[config.mk]
export PLATFORM = sky130hd
export DESIGN_NAME = uart_tx_flat
export DESIGN_NICKNAME = d
export VERILOG_FILES = /design/src/rtl/uart_pkg.sv /design/src/rtl/uart_tx_if.sv /design/src/rtl/uart_baud_gen.sv /design/src/rtl/uart_tx.sv /design/src/flat_wrapper.sv
export SDC_FILE = /design/constraint.sdc
export NUM_CORES = 1
export LEC_CHECK = 0
export ABC_AREA = 1
export CAP_MARGIN = 25
export CORE_MARGIN = 8
export CORE_UTILIZATION = 57
export DETAILED_ROUTE_END_ITERATION = 6
export GPL_TIMING_DRIVEN = 0
export PLACE_DENSITY = 0.79
export SYNTH_ARGS = -nofsm -noshare
export SYNTH_HDL_FRONTEND = slang
export SYNTH_HIERARCHICAL = 1
export SYNTH_SLANG_ARGS = --single-unit
[constraint.sdc]
create_clock -name clk -period 2.2 [get_ports clk]
set_clock_uncertainty 0.2 [all_clocks]
set_input_delay 0.33 -clock clk [delete_from_list [all_inputs] [get_ports clk]]
set_output_delay 0.33 -clock clk [all_outputs]
set_load 0.01 [all_outputs]
[src/rtl/uart_pkg.sv]
`default_nettype none
// ============================================================================
// Module : uart_pkg
// Brief  : Shared UART definitions: state encoding, baud divisor, parity.
// Rev    : 1.0  initial release
// ============================================================================
package uart_pkg;

  typedef enum logic [2:0] {
    ST_IDLE   = 3'd0,
    ST_START  = 3'd1,
    ST_DATA   = 3'd2,
    ST_PARITY = 3'd3,
    ST_STOP   = 3'd4
  } uart_state_e;

  // Clocks per bit; the receiver uses the same divisor so both ends agree.
  function automatic int baud_cnt_max(input int clk_fre, input int baud);
    return clk_fre / baud;
  endfunction

  function automatic logic parity_bit(input logic [7:0] b, input logic odd);
    return odd ? ~^b : ^b;
  endfunction

endpackage
`default_nettype wire

[src/rtl/uart_tx_if.sv]
`default_nettype none
// ============================================================================
// Module : uart_tx_if
// Brief  : Byte handshake and serial line bundle for the UART transmitter.
// Rev    : 1.0  initial release
// ============================================================================
interface uart_tx_if;

  logic [7:0] data;
  logic       data_valid;
  logic       data_ready;
  logic       tx;
  logic       busy;
  logic       tx_done;

  modport master (
    output data, data_valid,
    input  data_ready, tx, busy, tx_done
  );

  modport slave (
    input  data, data_valid,
    output data_ready, tx, busy, tx_done
  );

endinterface
`default_nettype wire

[src/rtl/uart_baud_gen.sv]
`default_nettype none
// ============================================================================
// Module : uart_baud_gen
// Brief  : CNT_MAX-clock bit timer; bit_tick marks the last clock of a bit.
// Rev    : 1.0  initial release
// ============================================================================
module uart_baud_gen #(
  parameter int CNT_MAX = 10
) (
  input  logic clk,
  input  logic rst,
  input  logic clr,
  output logic bit_tick
);

  localparam int W = (CNT_MAX > 2) ? $clog2(CNT_MAX) : 1;

  logic [W-1:0] cnt_q;
  logic [W-1:0] cnt_d;

  assign bit_tick = (cnt_q == W'(CNT_MAX - 1));

  always_comb begin
    cnt_d = cnt_q + W'(1);
    if (clr || bit_tick) begin
      cnt_d = '0;
    end
  end

  always_ff @(posedge clk or posedge rst) begin
    if (rst) begin
      cnt_q <= '0;
    end else begin
      cnt_q <= cnt_d;
    end
  end

endmodule
`default_nettype wire

[src/rtl/uart_tx.sv]
`default_nettype none
// ============================================================================
// Module : uart_tx
// Brief  : UART transmitter, 8 data bits LSB first, optional parity, 1/2 stop.
// Rev    : 1.0  initial release
// ============================================================================
module uart_tx
  import uart_pkg::*;
#(
  parameter int BAUD       = 9600,
  parameter int CLK_FRE    = 50_000_000,
  parameter int PARITY_EN  = 0,
  parameter int PARITY_ODD = 0,
  parameter int STOP_BITS  = 1
) (
  input  logic      clk,
  input  logic      rst,
  uart_tx_if.slave  bus
);

  localparam int   BAUD_CNT_MAX = baud_cnt_max(CLK_FRE, BAUD);
  localparam logic STOP_LAST    = (STOP_BITS == 2);

  if (BAUD_CNT_MAX < 2) begin : g_bad_baud
    $error("uart_tx: CLK_FRE/BAUD must be at least 2");
  end
  if ((STOP_BITS != 1) && (STOP_BITS != 2)) begin : g_bad_stop
    $error("uart_tx: STOP_BITS must be 1 or 2");
  end

  uart_state_e state_q, state_d;
  logic [7:0]  shift_q, shift_d;
  logic [2:0]  bit_cnt_q, bit_cnt_d;
  logic        stop_cnt_q, stop_cnt_d;
  logic        parity_q, parity_d;
  logic        tx_q, tx_d;
  logic        ready_q, ready_d;
  logic        busy_q, busy_d;
  logic        done_q, done_d;
  logic        baud_clr;
  logic        bit_tick;

  // Holding the timer clear while idle makes every frame start on a full bit.
  assign baud_clr = (state_q == ST_IDLE);

  uart_baud_gen #(
    .CNT_MAX (BAUD_CNT_MAX)
  ) u_baud_gen (
    .clk      (clk),
    .rst      (rst),
    .clr      (baud_clr),
    .bit_tick (bit_tick)
  );

  always_comb begin
    state_d    = state_q;
    shift_d    = shift_q;
    bit_cnt_d  = bit_cnt_q;
    stop_cnt_d = stop_cnt_q;
    parity_d   = parity_q;
    done_d     = 1'b0;
    case (state_q)
      ST_IDLE: begin
        if (bus.data_valid && ready_q) begin
          state_d    = ST_START;
          shift_d    = bus.data;
          bit_cnt_d  = 3'd0;
          stop_cnt_d = 1'b0;
          parity_d   = parity_bit(bus.data, PARITY_ODD != 0);
        end
      end
      ST_START: begin
        if (bit_tick) state_d = ST_DATA;
      end
      ST_DATA: begin
        if (bit_tick) begin
          if (bit_cnt_q == 3'd7) begin
            state_d = (PARITY_EN != 0) ? ST_PARITY : ST_STOP;
          end else begin
            bit_cnt_d = bit_cnt_q + 3'd1;
            shift_d   = {1'b0, shift_q[7:1]};
          end
        end
      end
      ST_PARITY: begin
        if (bit_tick) state_d = ST_STOP;
      end
      ST_STOP: begin
        if (bit_tick) begin
          if (stop_cnt_q == STOP_LAST) begin
            state_d = ST_IDLE;
            done_d  = 1'b1;
          end else begin
            stop_cnt_d = 1'b1;
          end
        end
      end
      default: state_d = ST_IDLE;
    endcase

    // Line level follows the bit about to be on the wire, so tx never glitches.
    case (state_d)
      ST_START:  tx_d = 1'b0;
      ST_DATA:   tx_d = shift_d[0];
      ST_PARITY: tx_d = parity_q;
      default:   tx_d = 1'b1;
    endcase
    ready_d = (state_d == ST_IDLE);
    busy_d  = (state_d != ST_IDLE);
  end

  always_ff @(posedge clk or posedge rst) begin
    if (rst) begin
      state_q    <= ST_IDLE;
      shift_q    <= 8'h00;
      bit_cnt_q  <= 3'd0;
      stop_cnt_q <= 1'b0;
      parity_q   <= 1'b0;
      tx_q       <= 1'b1;
      ready_q    <= 1'b1;
      busy_q     <= 1'b0;
      done_q     <= 1'b0;
    end else begin
      state_q    <= state_d;
      shift_q    <= shift_d;
      bit_cnt_q  <= bit_cnt_d;
      stop_cnt_q <= stop_cnt_d;
      parity_q   <= parity_d;
      tx_q       <= tx_d;
      ready_q    <= ready_d;
      busy_q     <= busy_d;
      done_q     <= done_d;
    end
  end

  assign bus.tx         = tx_q;
  assign bus.data_ready = ready_q;
  assign bus.busy       = busy_q;
  assign bus.tx_done    = done_q;

endmodule
`default_nettype wire
[src/flat_wrapper.sv]
// flat-port wrapper written by rule: the top's interface ports become plain ports
module uart_tx_flat import uart_pkg::*;
#(
  parameter int BAUD       = 9600,
  parameter int CLK_FRE    = 50_000_000,
  parameter int PARITY_EN  = 0,
  parameter int PARITY_ODD = 0,
  parameter int STOP_BITS  = 1
)
  (clk, rst, bus_data, bus_data_valid, bus_data_ready, bus_tx, bus_busy, bus_tx_done);
  uart_tx_if bus_i ();
  input  logic clk;
  input  logic rst;
  input wire logic [$bits(bus_i.data)-1:0] bus_data;
  input wire logic [$bits(bus_i.data_valid)-1:0] bus_data_valid;
  output wire logic [$bits(bus_i.data_ready)-1:0] bus_data_ready;
  output wire logic [$bits(bus_i.tx)-1:0] bus_tx;
  output wire logic [$bits(bus_i.busy)-1:0] bus_busy;
  output wire logic [$bits(bus_i.tx_done)-1:0] bus_tx_done;
  assign bus_i.data = bus_data;
  assign bus_i.data_valid = bus_data_valid;
  assign bus_data_ready = bus_i.data_ready;
  assign bus_tx = bus_i.tx;
  assign bus_busy = bus_i.busy;
  assign bus_tx_done = bus_i.tx_done;
  uart_tx #(.BAUD(BAUD), .CLK_FRE(CLK_FRE), .PARITY_EN(PARITY_EN), .PARITY_ODD(PARITY_ODD), .STOP_BITS(STOP_BITS)) u_core (.clk(clk), .rst(rst), .bus(bus_i));
endmodule
### Yosys cells after proc, flatten, opt, wreduce, memory -nomap -nowiden

Cells that the tools add are included.

* add/subtract/negate cells: 2
* $mul: 0
* div/mod/pow operators: 0
* $lt $le $gt $ge: 0
* equal/unequal tests: 13
* shifts and indexed selects: 0
* muxes and demuxes: 25
* bitwise operators: 0
* reduce and logical (&&, ||, !) cells: 11

Operators with widths (number)
* 3-bit 2-to-1 mux: 10
* 8-bit 2-to-1 mux: 3
* 8-bit case mux with 2 select lines: 1
* 3-bit case mux with 5 select lines: 1
* 13-bit by 1-bit adder with 13-bit output, second input constant: 1
* 13-bit == test, second input constant: 1
* 13-bit 2-to-1 mux: 1
* 3-bit by 2-bit == test with 1-bit output, second input constant: 4
* 8-bit parity: 1
* 3-bit by 1-bit == test with 1-bit output, second input constant: 2
* 3-bit == test, second input constant: 2
* 3-bit zero test: 2
* 1-bit 2-to-1 mux: 6
* 2-bit != test, second input constant: 3
* 3-bit case mux with 2 select lines: 1
* 4-bit AND reduction: 1
* 2-bit nonzero test: 2
* 3-bit by 1-bit adder with 3-bit output, second input constant: 1
* 1-bit case mux with 3 select lines: 1
* 3-bit AND reduction: 1
* 3-bit nonzero test: 1
* 2-bit by 1-bit != test with 1-bit output, second input constant: 1
* 1-bit case mux with 2 select lines: 1
* 2-bit AND reduction: 1
* other kinds (2): 2

* flip-flop bits (word level): 33
* latch bits: 0
* bits in writable memories: 0
* ROM bits: 0
* input port bits: 11
* memories: 0

### Depth between registers and ports, before layout

Gate-level depths: netlist of the first run.

* word-level depth: 6
* mapped depth: 13
* mapped depth without buffers: 13

### By module

Netlist of the first run, hierarchy kept.

Modules (own cells, without submodules)
* uart_tx: times used 1, cells each 127, area each 1032.2 um2, sequential area each 478.0 um2
* uart_baud_gen: times used 1, cells each 97, area each 734.5 um2, sequential area each 325.3 um2

### Worst setup path after synthesis of the first run

No wires, ideal clock.

* kind: reg-to-reg
* from: register u_core.u_baud_gen.cnt_q[0]
* to: register u_core.bit_cnt_q[1]
* setup time: 0.118 ns
* arrival: 1.623 ns
* required time: 1.882 ns
* path slack: 0.259 ns
* cell stages (with the launch flop): 12
* path buffers: 1
* clock period less this slack: 1.941 ns
* path through: dfrtp_1 > ha_1 > nand2_1 > nor2_1 > nand3_2 > inv_1 > nand2_1 > nand2_1 > nand3_1 > buf_2 > nand2_1 > o21ai_2

* cells in the longest elaborated chain, start to end: 3

RTL lines
* start, declared: RTL line uart_baud_gen.sv:18 `logic [W-1:0] cnt_q;`
* start signal, assigned: RTL line uart_baud_gen.sv:34 `cnt_q <= cnt_d;`
* 13-bit == test: RTL line uart_baud_gen.sv:21 `assign bit_tick = (cnt_q == W'(CNT_MAX - 1));`
* net u_core.bit_tick: RTL line uart_tx.sv:41 `logic bit_tick;`
* 2-bit != test (no line)
* 4-bit AND reduction (no line)
* end signal, assigned: RTL line uart_tx.sv:126 `bit_cnt_q <= bit_cnt_d;`
* end, declared: RTL line uart_tx.sv:33 `logic [2:0] bit_cnt_q, bit_cnt_d;`

The timed path passes the listed nets, and every way through them passes these cells.
A chain may end at the register's enable or synchronous reset.

### Worst setup path in the final report of the first run

Same ends and word-level chain as after synthesis.

==> impl_metrics.env, run 1 <==
export IMPL_outcome="complete, no violations"
export IMPL_timing_final_crit_share_pct=91.29
export IMPL_cts_sinks=32
export IMPL_placed_cells_incl_taps=271
export IMPL_drt_drc_violations_left=0
export IMPL_grt_first_pass_wirelength_um=5761
export IMPL_slew_headroom_pct=51.48
export IMPL_ys_seq_elements=32
export IMPL_finish_cell_count_without_fillers=281
export IMPL_cp_start_kind="flop"
export IMPL_report_final_setup_viol=0
export IMPL_placed_cell_area_um2=1948
export IMPL_floorplan_die_area_um2=5137
export IMPL_critPathMaxFanout=10
export IMPL_routed_wire_length_um=3311
export IMPL_most_frequently_used_flop_master_after_synthesis="sky130_fd_sc_hd__dfrtp_1"
export IMPL_drt_first_iter_violations=74
export IMPL_fin_nets=261
export IMPL_grt_antenna_before_repair=0
export IMPL_tritoncts="built"
export IMPL_route_detailed_vias_per_inst=5.085
export IMPL_flow_area_growth_from_synthesis_pct=14.87
export IMPL_worstSetupEndpointType="flop"
export IMPL_layout_min_cycle_time_ns=2.008
export IMPL_clockPowerShare_pct=32.7
export IMPL_core_rowCount=20
export IMPL_cts_reportedPaths_clkPinSlew_ns=0.10
export IMPL_clockRootBuffer="sky130_fd_sc_hd__clkbuf_4"
export IMPL_antenna_left=0
export IMPL_max_cap_violations=0
export IMPL_fillerInstances=258
export IMPL_synth_area_um2=1767
export IMPL_synth_edf_count=0
export IMPL_whs_ns=0.1310
export IMPL_design_core_area_um2=3003
export IMPL_grt_start_max_net_pins=20
export IMPL_hpwlAfterDp_um=2502
export IMPL_setup_worst_path_start="u_core/u_baud_gen/cnt_q[0]"
export IMPL_post_route_util_pct=67.58
export IMPL_worstHoldPathType="input port to async pin"
export IMPL_critPathRequiredTime_ns=2.23
export IMPL_finalPower_uw=968.8
export IMPL_cts_htree_levels=2
export IMPL_finalInstanceArea_um2=2029
export IMPL_crit_type="flop to flop"
export IMPL_cts_inserted_buffers=5
export IMPL_max_clock_freq_mhz=497.9
export IMPL_drt_wirelength_per_cell_um=11.78
export IMPL_synthesis_instances=224
export IMPL_synth_distinct_cells=27
export IMPL_worst_slew_pin_slew_ns=0.7269
export IMPL_netSwitchingFraction_pct=23.56
export IMPL_cts_buffer_depth=2
export IMPL_synth_warnings=6
export IMPL_report_final_hold_viol_count=0
export IMPL_synth_nets=238
export IMPL_crit_reg2reg_capture="u_core/bit_cnt_q[1]"
export IMPL_leakage_power_nw=1.008
export IMPL_powerDensity_nw_per_um2=477.4
export IMPL_avgSynthCellArea_um2=7.887
export IMPL_portBuffers=14
export IMPL_antennaDiodeCount=0
export IMPL_grt_remaining_overflow=0
export IMPL_p_int_uw=740.6
export IMPL_share_of_total_power_in_sequential_cells_pct=60.7
export IMPL_synth_sequential_area_ratio_pct=45.47
export IMPL_starting_density_of_the_core_pct=58.83
export IMPL_net_switching_power_uw=228.3
export IMPL_synthArstFlopShare_pct=100.0
export IMPL_r2r_start="u_core/u_baud_gen/cnt_q[0]"
export IMPL_drive_gt1_share_pct=12.90
export IMPL_height_of_the_die_um=71.67
export IMPL_first_pass_iters=4
export IMPL_worstPathArrival_ns=2.04
export IMPL_grt_total_usage_pct=14.32
export IMPL_via_count_of_the_first_global_routing_pass=1409
export IMPL_chipWidth_um=71.67
export IMPL_combPwrFrac_pct=6.6
export IMPL_vias=1429
export IMPL_reg2reg_depth=11
export IMPL_rrSetupSlack_ns=0.19
export IMPL_gpl_final_weighted_congestion=0.8530
export IMPL_timing_max_transition_violations_final=0
export IMPL_irDropWorstVdd_mv=0.3019
export IMPL_clock_latency_ns=0.33
export IMPL_design_portCount=15
[Yosys cell counts, types with 2 or more instances]
cell | count | share of area [%]
sky130_fd_sc_hd__nor2_4 | 4 | 2.5
sky130_fd_sc_hd__inv_1 | 27 | 5.7
sky130_fd_sc_hd__nand2_2 | 3 | 1.1
sky130_fd_sc_hd__ha_1 | 3 | 2.1
sky130_fd_sc_hd__nand3_1 | 11 | 3.1
sky130_fd_sc_hd__o21ai_0 | 2 | 0.57
sky130_fd_sc_hd__dfstp_2 | 2 | 3.0
sky130_fd_sc_hd__nand3_2 | 2 | 1.1
sky130_fd_sc_hd__inv_2 | 2 | 0.43
sky130_fd_sc_hd__nor2_2 | 2 | 0.71
sky130_fd_sc_hd__nor2_1 | 28 | 5.9
sky130_fd_sc_hd__nand4_1 | 4 | 1.4
sky130_fd_sc_hd__xor2_1 | 8 | 4.0
sky130_fd_sc_hd__xnor2_1 | 5 | 2.5
sky130_fd_sc_hd__o21ai_2 | 3 | 1.5
sky130_fd_sc_hd__dfrtp_1 | 30 | 42
sky130_fd_sc_hd__a22oi_1 | 5 | 2.1
sky130_fd_sc_hd__nand2_1 | 74 | 16
[final cells by class]
class                      count  area [um^2]  share of cell area (%)
multi-input combinational    161        845.8                   41.68
sequential                    32        803.3                   39.58
timing repair buffer          16        155.1                   7.645
inverter                      29        111.4                   5.487
clock buffer                   7        45.04                   2.219
clock inverter                 1        5.005                  0.2466
tap                           33        41.29                   2.035
buffer                         2        22.52                   1.110
[worst max path at each step]
| stage | end | cells past startpoint |
|---|---|---|
| after CTS | u_core/bit_cnt_q[1] | 11 |
| after global placement | u_core/bit_cnt_q[2] | 11 |
| after global routing | u_core/bus.tx | 12 |
| after floorplan | u_core/bit_cnt_q[1] | 11 |
| after detailed placement | u_core/bit_cnt_q[1] | 11 |
| final | u_core/bit_cnt_q[1] | 11 |
[worst max-delay path, cell delays in order (launching register included)]
cell,delay (ns)
sky130_fd_sc_hd__dfrtp_1,0.39
sky130_fd_sc_hd__ha_2,0.23
sky130_fd_sc_hd__nand2_1,0.07
sky130_fd_sc_hd__nor2_1,0.14
sky130_fd_sc_hd__nand3_2,0.13
sky130_fd_sc_hd__inv_4,0.11
sky130_fd_sc_hd__nand2_1,0.12
sky130_fd_sc_hd__nand2_1,0.11
sky130_fd_sc_hd__nand3_2,0.11
sky130_fd_sc_hd__buf_6,0.17
sky130_fd_sc_hd__nand2_1,0.07
sky130_fd_sc_hd__o21ai_2,0.05
[sequential cells by signal, indices dropped and copies added, names as in the netlist]
| register | flops |
|---|---|
| u_core/state_q | 3 |
| u_core/parity_q | 1 |
| u_core/bit_cnt_q | 3 |
| u_core/bus.tx_done | 1 |
| u_core/bus.busy | 1 |
| u_core/u_baud_gen/cnt_q | 13 |
| u_core/bus.tx | 1 |
| u_core/bus.data_ready | 1 |
| u_core/shift_q | 8 |
[cells in the final DEF (no fill, tap or decap), types with 2 or more instances in the layout]
| master | n |
|---|---|
| sky130_fd_sc_hd__nand2_1 | 74 |
| sky130_fd_sc_hd__dfrtp_1 | 30 |
| sky130_fd_sc_hd__nor2_1 | 28 |
| sky130_fd_sc_hd__inv_1 | 26 |
| sky130_fd_sc_hd__clkdlybuf4s50_1 | 14 |
| sky130_fd_sc_hd__nand3_1 | 10 |
| sky130_fd_sc_hd__xor2_1 | 8 |
| sky130_fd_sc_hd__clkbuf_4 | 5 |
| sky130_fd_sc_hd__a22oi_1 | 5 |
| sky130_fd_sc_hd__xnor2_1 | 5 |
| sky130_fd_sc_hd__nor2_4 | 4 |
| sky130_fd_sc_hd__nand4_1 | 4 |
| sky130_fd_sc_hd__nand2_2 | 3 |
| sky130_fd_sc_hd__nand3_2 | 3 |
| sky130_fd_sc_hd__o21ai_2 | 3 |
| sky130_fd_sc_hd__clkbuf_1 | 2 |
| sky130_fd_sc_hd__buf_6 | 2 |
| sky130_fd_sc_hd__inv_2 | 2 |
| sky130_fd_sc_hd__o21ai_0 | 2 |
| sky130_fd_sc_hd__nor2_2 | 2 |
| sky130_fd_sc_hd__ha_1 | 2 |
| sky130_fd_sc_hd__dfstp_2 | 2 |
| sky130_fd_sc_hd__buf_4 | 2 |
[per-layer routing]
layer | track usage, % | wire (um) | vias up
met5 | 0 | 0 | -
met4 | 7.483 | 45 | 0
met3 | 4.742 | 100 | 4
met2 | 24.39 | 1731 | 16
met1 | 15.37 | 1433 | 663
li1 | - | - | 746
[logic make-up (layout without fill, tap and decap cells)]
family,Yosys count,after routing,share of synthesized area (%)
AO/OA/AOI/OAI,14,14,5.808
adder cells (fa/ha/maj),3,3,2.125
AND/OR/NAND/NOR,131,131,33.07
XOR/XNOR,13,13,6.445
flip-flops,32,32,45.47
buffers and inverters,31,55,7.082
[power groups by stage]
stage / Sequential [mW] / Clock, mW / Combinational (mW)
floorplan: 0.599 / 0 / 0.0339
global placement: 0.599 / 0 / 0.0622
detailed placement: 0.599 / 0 / 0.0645
CTS: 0.588 / 0.337 / 0.0648
global route: 0.588 / 0.355 / 0.0735
finish: 0.588 / 0.317 / 0.0637
[repair_timing]
action | 4_1_cts | 5_1_grt
resized for setup | 1 | 6
endpoints found under the setup margin | 8 | 9
hold buffers | 0 | 0
setup buffers | 0 | 2
[stage by stage]
stage                     setup TNS, ns  setup slack, ns
after global routing           -0.01084         -0.01084
after floorplan                       0           0.2586
final                                 0           0.1917
after CTS                             0         0.007999
after detailed placement        -0.2250         -0.04052
after global placement          -0.1501         -0.02763
Note: power is estimated with default switching activity, not from simulation.
==> run 2, diff against run 1 <==
--- a/config.mk
+++ b/config.mk
@@ -7,10 +7,10 @@
 export LEC_CHECK = 0
 export ABC_AREA = 1
 export CAP_MARGIN = 25
+export CORE_ASPECT_RATIO = 0.7
 export CORE_MARGIN = 8
 export CORE_UTILIZATION = 57
 export DETAILED_ROUTE_END_ITERATION = 6
-export GPL_TIMING_DRIVEN = 0
 export PLACE_DENSITY = 0.79
 export SYNTH_ARGS = -nofsm -noshare
 export SYNTH_HDL_FRONTEND = slang
==> impl_metrics.env, run 2 (synthesis results as in run 1) <==
export IMPL_worstSetupEndpointType="flop"
export IMPL_worst_slew_pin_slew_ns=0.5088
export IMPL_starting_density_of_the_core_pct=57.68
export IMPL_tritoncts="built"
export IMPL_r2r_start="u_core/u_baud_gen/cnt_q[1]"
export IMPL_report_final_hold_viol_count=0
export IMPL_finish_cell_count_without_fillers=288
export IMPL_chipWidth_um=82.54
export IMPL_design_core_area_um2=3063
export IMPL_timing_final_crit_share_pct=90.91
export IMPL_report_final_setup_viol=0
export IMPL_leakage_power_nw=1.053
export IMPL_routed_wire_length_um=3813
export IMPL_powerDensity_nw_per_um2=595.0
export IMPL_route_detailed_vias_per_inst=5.160
export IMPL_net_switching_power_uw=242.2
export IMPL_fillerInstances=250
export IMPL_clockRootBuffer="sky130_fd_sc_hd__clkbuf_8"
export IMPL_crit_type="flop to flop"
export IMPL_post_route_util_pct=69.12
export IMPL_first_pass_iters=5
export IMPL_gpl_final_weighted_congestion=0.8837
export IMPL_core_rowCount=17
export IMPL_critPathRequiredTime_ns=2.21
export IMPL_worstPathArrival_ns=2.01
export IMPL_slew_headroom_pct=66.04
export IMPL_placed_cells_incl_taps=279
export IMPL_largest_register="u_core/u_baud_gen/cnt_q"
export IMPL_share_of_total_power_in_sequential_cells_pct=46.7
export IMPL_height_of_the_die_um=62.58
export IMPL_cts_hold_buf=0
export IMPL_biggestRegsByFlops="u_core/u_baud_gen/cnt_q (13), u_core/shift_q (8)"
export IMPL_floorplan_die_area_um2=5165
export IMPL_postLayoutSetupSlackWorst_ns=0.1999
export IMPL_grt_remaining_overflow=0
export IMPL_max_clock_freq_mhz=500.0
export IMPL_final_sum_of_negative_setup_slack_ns=0
export IMPL_antenna_left=0
export IMPL_hpwlAfterDp_um=2874
export IMPL_cts_inserted_buffers=5
export IMPL_whs_ns=0.1949
export IMPL_slowest_cp_cell="sky130_fd_sc_hd__dfrtp_1"
export IMPL_cp_slowest_stage_delay_ns=0.38
export IMPL_largest_register_ff_count=13
export IMPL_critical_path_cell_chain="ha_2 > nand2_1 > nor2_1 > nand3_2 > inv_1 > buf_4 > inv_1 > o21ai_2 > nand2_1 > nor2_2 > inv_1 > nor2_1"
export IMPL_flow_area_growth_from_synthesis_pct=19.83
export IMPL_antennaDiodeCount=0
export IMPL_drt_drc_violations_left=0
export IMPL_drive_gt1_share_pct=14.00
export IMPL_portBuffers=14
export IMPL_clock_latency_ns=0.28
export IMPL_layout_cells_most_common_list="sky130_fd_sc_hd__nand2_1, sky130_fd_sc_hd__dfrtp_1, sky130_fd_sc_hd__nor2_1"
export IMPL_irDropWorstVdd_mv=0.4008
export IMPL_vias=1486
export IMPL_grt_start_max_net_pins=20
export IMPL_grt_antenna_before_repair=0
export IMPL_max_cap_violations=0
export IMPL_finalInstanceArea_um2=2117
export IMPL_clockPowerShare_pct=48.1
export IMPL_combPwrFrac_pct=5.2
export IMPL_p_int_mw=1.017
export IMPL_grt_total_usage_pct=15.83
export IMPL_layout_min_cycle_time_ns=2.000
export IMPL_dpl_worst_slack_ns=0.1481
export IMPL_cts_buffer_depth=2
export IMPL_cts_htree_levels=2
export IMPL_drt_first_iter_violations=121
export IMPL_grt_first_pass_wirelength_um=6285
export IMPL_worstHoldPathType="input port to async pin"
export IMPL_outcome="complete, no violations"
export IMPL_critPathMaxFanout=6
export IMPL_design_portCount=15
export IMPL_placed_cell_area_um2=1976
export IMPL_cts_reportedPaths_clkPinSlew_ns=0.06
export IMPL_fin_nets=263
export IMPL_layout_commonest_cell="sky130_fd_sc_hd__nand2_1"
export IMPL_timing_max_transition_violations_final=0
export IMPL_netSwitchingFraction_pct=19.23
export IMPL_via_count_of_the_first_global_routing_pass=1331
export IMPL_cp_start_kind="flop"
export IMPL_drt_wirelength_per_cell_um=13.24
export IMPL_finalPower_mw=1.260
export IMPL_crit_top_cell="sky130_fd_sc_hd__inv_1"
export IMPL_setup_worst_path_start="u_core/u_baud_gen/cnt_q[1]"
export IMPL_cts_sinks=32
## run 2: worst paths after layout
check                                             endpoint  slack (ns)  cells past startpoint
worst max-delay path                 u_core/bus.data_ready        0.20                     12
worst min-delay path                    u_core/bus.tx_done        0.19                      3
worst max register to register       u_core/bus.data_ready        0.20                     12
worst min register to register           u_core/shift_q[6]        0.29                      2
max in group asynchronous       u_core/u_baud_gen/cnt_q[1]        1.25                      2
min in group clk                         u_core/shift_q[6]        0.29                      2
## run 2: metal layers
metal	global-route usage [%]	wire length (um)
met5	0	0
met4	6.223	55
met3	5.316	265
met2	20.00	1625
met1	23.53	1867
## run 2: repair_timing
action / 4_1_cts / 5_1_grt
setup endpoints to repair: 0 / 10
gates resized for setup: 0 / 2
setup buffers: 0 / 1
## run 2: final cells by class
class	count	area (um^2)	share of cell area, %
clock buffers	7	96.34	4.551
clock inverters	1	30.03	1.418
inverters	29	108.9	5.142
multi-input cells	161	845.8	39.95
flip-flops and latches	32	803.3	37.94
well taps	38	47.55	2.246
repair buffers	20	185.2	8.747
## run 2: critical path, delay by kind of cell, from the launching register on
family | cells | cell delay [ns]
AO/OA/AOI/OAI | 1 | 0.17
adder cells (fa/ha/maj) | 1 | 0.23
buffers and inverters | 4 | 0.35
flip-flops | 1 | 0.38
AND/OR/NAND/NOR | 6 | 0.62
## run 2: power groups by stage
| stage | combinational [mW] | sequential (mW) | clock, mW |
|---|---|---|---|
| after floorplan | 0.0339 | 0.599 | 0 |
| after global placement | 0.0640 | 0.599 | 0 |
| after detailed placement | 0.0667 | 0.599 | 0 |
| after CTS | 0.0663 | 0.589 | 0.624 |
| after global routing | 0.0732 | 0.588 | 0.650 |
| final | 0.0651 | 0.589 | 0.606 |
==> run 3, diff against run 2 <==
--- a/config.mk
+++ b/config.mk
@@ -5,13 +5,13 @@
 export SDC_FILE = /design/constraint.sdc
 export NUM_CORES = 1
 export LEC_CHECK = 0
-export ABC_AREA = 1
 export CAP_MARGIN = 25
 export CORE_ASPECT_RATIO = 0.7
 export CORE_MARGIN = 8
-export CORE_UTILIZATION = 57
+export CORE_UTILIZATION = 56
 export DETAILED_ROUTE_END_ITERATION = 6
-export PLACE_DENSITY = 0.79
+export PLACE_DENSITY = 0.78
+export SLEW_MARGIN = 20
 export SYNTH_ARGS = -nofsm -noshare
 export SYNTH_HDL_FRONTEND = slang
 export SYNTH_HIERARCHICAL = 1
==> impl_metrics.env, run 3 <==
export IMPL_outcome="complete, no violations"
export IMPL_finish_cell_count_without_fillers=219
export IMPL_report_final_hold_viol_count=0
export IMPL_placed_cells_incl_taps=209
export IMPL_routed_wire_length_um=3811
export IMPL_antenna_left=0
export IMPL_report_final_setup_viol=0
export IMPL_chipWidth_um=79.80
export IMPL_layout_commonest_cell="sky130_fd_sc_hd__dfrtp_1"
export IMPL_floorplan_die_area_um2=4840
export IMPL_cts_htree_levels=2
export IMPL_critical_path_buf_inv_count=2
export IMPL_cp_start_kind="flop"
export IMPL_cp_slowest_stage_delay_ns=0.40
export IMPL_reg2reg_depth=8
export IMPL_whs_ns=0.1967
export IMPL_cts_inserted_buffers=5
export IMPL_grt_setup_unrepaired="yes"
export IMPL_post_synth_main_area_contributors="sky130_fd_sc_hd__dfrtp_1, sky130_fd_sc_hd__xnor2_1, sky130_fd_sc_hd__a22o_1"
export IMPL_tritoncts="built"
export IMPL_post_route_util_pct=74.68
export IMPL_biggestRegsByFlops="u_core/u_baud_gen/cnt_q (13), u_core/shift_q (8)"
export IMPL_final_sum_of_negative_setup_slack_ns=0
export IMPL_cts_hold_buf=0
export IMPL_route_detailed_vias_per_inst=5.945
export IMPL_design_core_area_um2=2763
export IMPL_synthTopCellsByCount="sky130_fd_sc_hd__dfrtp_1, sky130_fd_sc_hd__a21oi_1, sky130_fd_sc_hd__xnor2_1"
export IMPL_slew_headroom_pct=64.36
export IMPL_r2r_start="u_core/u_baud_gen/cnt_q[12]"
export IMPL_postLayoutSetupSlackWorst_ns=0.08278
export IMPL_synthesis_instances=146
export IMPL_critical_path_cell_chain="nor4bb_4 > buf_4 > and3_4 > buf_6 > nor4bb_4 > a31o_2 > or3_1 > o211ai_1"
export IMPL_largest_register_ff_count=13
export IMPL_synth_distinct_cells=39
export IMPL_synthArstFlopShare_pct=100.0
export IMPL_ys_seq_elements=32
export IMPL_crit_top_cell="sky130_fd_sc_hd__nor4bb_4"
export IMPL_via_count_of_the_first_global_routing_pass=1385
export IMPL_p_int_mw=1.204
export IMPL_multiInputGateArea_um2=794.5
export IMPL_layout_min_cycle_time_ns=2.117
export IMPL_synth_area_um2=1595
export IMPL_share_of_total_power_in_sequential_cells_pct=45.5
export IMPL_most_frequently_used_flop_master_after_synthesis="sky130_fd_sc_hd__dfrtp_1"
export IMPL_slowest_cp_cell="sky130_fd_sc_hd__dfrtp_1"
export IMPL_layout_cells_most_common_list="sky130_fd_sc_hd__dfrtp_1, sky130_fd_sc_hd__buf_4, sky130_fd_sc_hd__clkdlybuf4s50_1"
export IMPL_height_of_the_die_um=60.66
export IMPL_combPwrFrac_pct=27.2
export IMPL_netSwitchingFraction_pct=30.54
export IMPL_synth_warnings=6
export IMPL_grt_total_usage_pct=17.56
export IMPL_starting_density_of_the_core_pct=57.74
export IMPL_drt_drc_violations_left=0
export IMPL_portBuffers=14
export IMPL_fillerInstances=174
export IMPL_worstSetupEndpointType="flop"
export IMPL_cts_buffer_depth=2
export IMPL_worst_slew_pin_slew_ns=0.5340
export IMPL_first_pass_iters=4
export IMPL_netlist_top_cell_by_area="sky130_fd_sc_hd__dfrtp_1"
export IMPL_net_switching_power_uw=529.3
export IMPL_synthMostInstantiatedCell="sky130_fd_sc_hd__dfrtp_1"
export IMPL_gpl_final_weighted_congestion=0.7937
export IMPL_grt_remaining_overflow=0
export IMPL_max_clock_freq_mhz=472.3
export IMPL_design_portCount=15
export IMPL_synth_sequential_area_ratio_pct=50.35
export IMPL_worstPathArrival_ns=2.12
export IMPL_worstHoldPathType="input port to async pin"
export IMPL_avgSynthCellArea_um2=10.93
export IMPL_grt_start_max_net_pins=20
export IMPL_antennaDiodeCount=0
export IMPL_clock_latency_ns=0.29
export IMPL_drive_gt1_share_pct=26.78
export IMPL_dpl_worst_slack_ns=-0.04667
export IMPL_synth_top_area_share_pct=47.06
export IMPL_clockPowerShare_pct=27.3
export IMPL_max_cap_violations=0
export IMPL_rrSetupSlack_ns=0.08
export IMPL_timing_max_transition_violations_final=0
export IMPL_timing_final_crit_share_pct=96.24
export IMPL_leakage_power_nw=0.9588
export IMPL_placed_cell_area_um2=1882
export IMPL_cts_sinks=32
export IMPL_layout_area_seq_um2=803.3
export IMPL_irDropWorstVdd_mv=0.6712
export IMPL_clockRootBuffer="sky130_fd_sc_hd__clkbuf_8"
export IMPL_synth_edf_count=0
export IMPL_fin_nets=196
export IMPL_core_rowCount=16
export IMPL_drt_first_iter_violations=97
export IMPL_finalPower_mw=1.733
export IMPL_finalInstanceArea_um2=2063
export IMPL_critPathMaxFanout=4
export IMPL_grt_antenna_before_repair=0
export IMPL_grt_first_pass_wirelength_um=6396
export IMPL_drt_wirelength_per_cell_um=17.40
export IMPL_critPathRequiredTime_ns=2.21
export IMPL_vias=1302
export IMPL_powerDensity_nw_per_um2=839.9
export IMPL_hpwlAfterDp_um=2762
export IMPL_synth_nets=160
export IMPL_largest_register="u_core/u_baud_gen/cnt_q"
export IMPL_crit_type="flop to flop"
export IMPL_cts_reportedPaths_clkPinSlew_ns=0.07
export IMPL_flow_area_growth_from_synthesis_pct=29.33
export IMPL_worst_path_dominant_cell_family="simple AND/OR/NAND/NOR gates"
export IMPL_crit_reg2reg_capture="u_core/bus.tx"
-- run 3: worst reg2reg max path: stages (launching register included) --
cell	delay, ns
sky130_fd_sc_hd__dfrtp_1	0.40
sky130_fd_sc_hd__nor4bb_4	0.17
sky130_fd_sc_hd__buf_4	0.14
sky130_fd_sc_hd__and3_4	0.19
sky130_fd_sc_hd__buf_6	0.12
sky130_fd_sc_hd__nor4bb_4	0.14
sky130_fd_sc_hd__a31o_2	0.26
sky130_fd_sc_hd__or3_1	0.31
sky130_fd_sc_hd__o211ai_1	0.12
-- run 3: how the worst max path moves through the flow --
stage / from / to / slack, ns / cells past startpoint
detailed placement: u_core/u_baud_gen/cnt_q[1] / u_core/shift_q[4] / -0.05 / 8
global route: u_core/u_baud_gen/cnt_q[9] / u_core/bus.tx / -0.01 / 9
CTS: u_core/u_baud_gen/cnt_q[8] / u_core/bus.tx / 0.008 / 7
global placement: u_core/u_baud_gen/cnt_q[9] / u_core/bit_cnt_q[0] / -0.009 / 7
finish: u_core/u_baud_gen/cnt_q[12] / u_core/bus.tx / 0.08 / 8
floorplan: u_core/u_baud_gen/cnt_q[0] / u_core/shift_q[1] / 0.007 / 8
-- run 3: layer usage --
layer / share of wire, % / GRT usage, % / vias up
met5: 0 / 0 / -
met4: 3.2 / 8.247 / 0
met3: 5.0 / 5.030 / 12
met2: 51 / 30.56 / 32
met1: 41 / 19.75 / 645
li1: - / - / 613
-- run 3: what timing repair did --
item | in CTS | in global routing
setup endpoints to repair | 11 | 14
gates resized for setup | 4 | 13
pin swaps | 3 | 4
setup buffers | 1 | 1
-- run 3: cells by family (layout without fill, tap and decap cells) --
group	count (synthesis)	in the layout	synth area share (%)
AND/OR/NAND/NOR	48	48	19.84
flip-flops	32	32	50.35
XOR/XNOR	10	10	5.491
multiplexers	1	1	0.7058
buffers and inverters	13	50	4.000
adder cells (fa/ha/maj)	3	3	2.353
AO/OA/AOI/OAI	39	39	17.25
-- run 3: power by group through the flow --
| stage | Sequential [mW] | Clock (mW) | Combinational [mW] |
|---|---|---|---|
| after global placement | 0.787 | 0 | 0.429 |
| after detailed placement | 0.793 | 0 | 0.457 |
| after floorplan | 0.809 | 0 | 0.237 |
| after CTS | 0.784 | 0.481 | 0.464 |
| after global routing | 0.801 | 0.508 | 0.520 |
| final | 0.789 | 0.472 | 0.472 |
-- run 3: cell type report --
type	count	share of cell area [%]
Tap cell	36	2.183
Sequential cell	32	38.93
Timing Repair Buffer	34	14.43
Clock inverter	2	0.4851
Multi-Input combinational cell	101	38.51
Inverter	8	1.455
Clock buffer	6	4.002
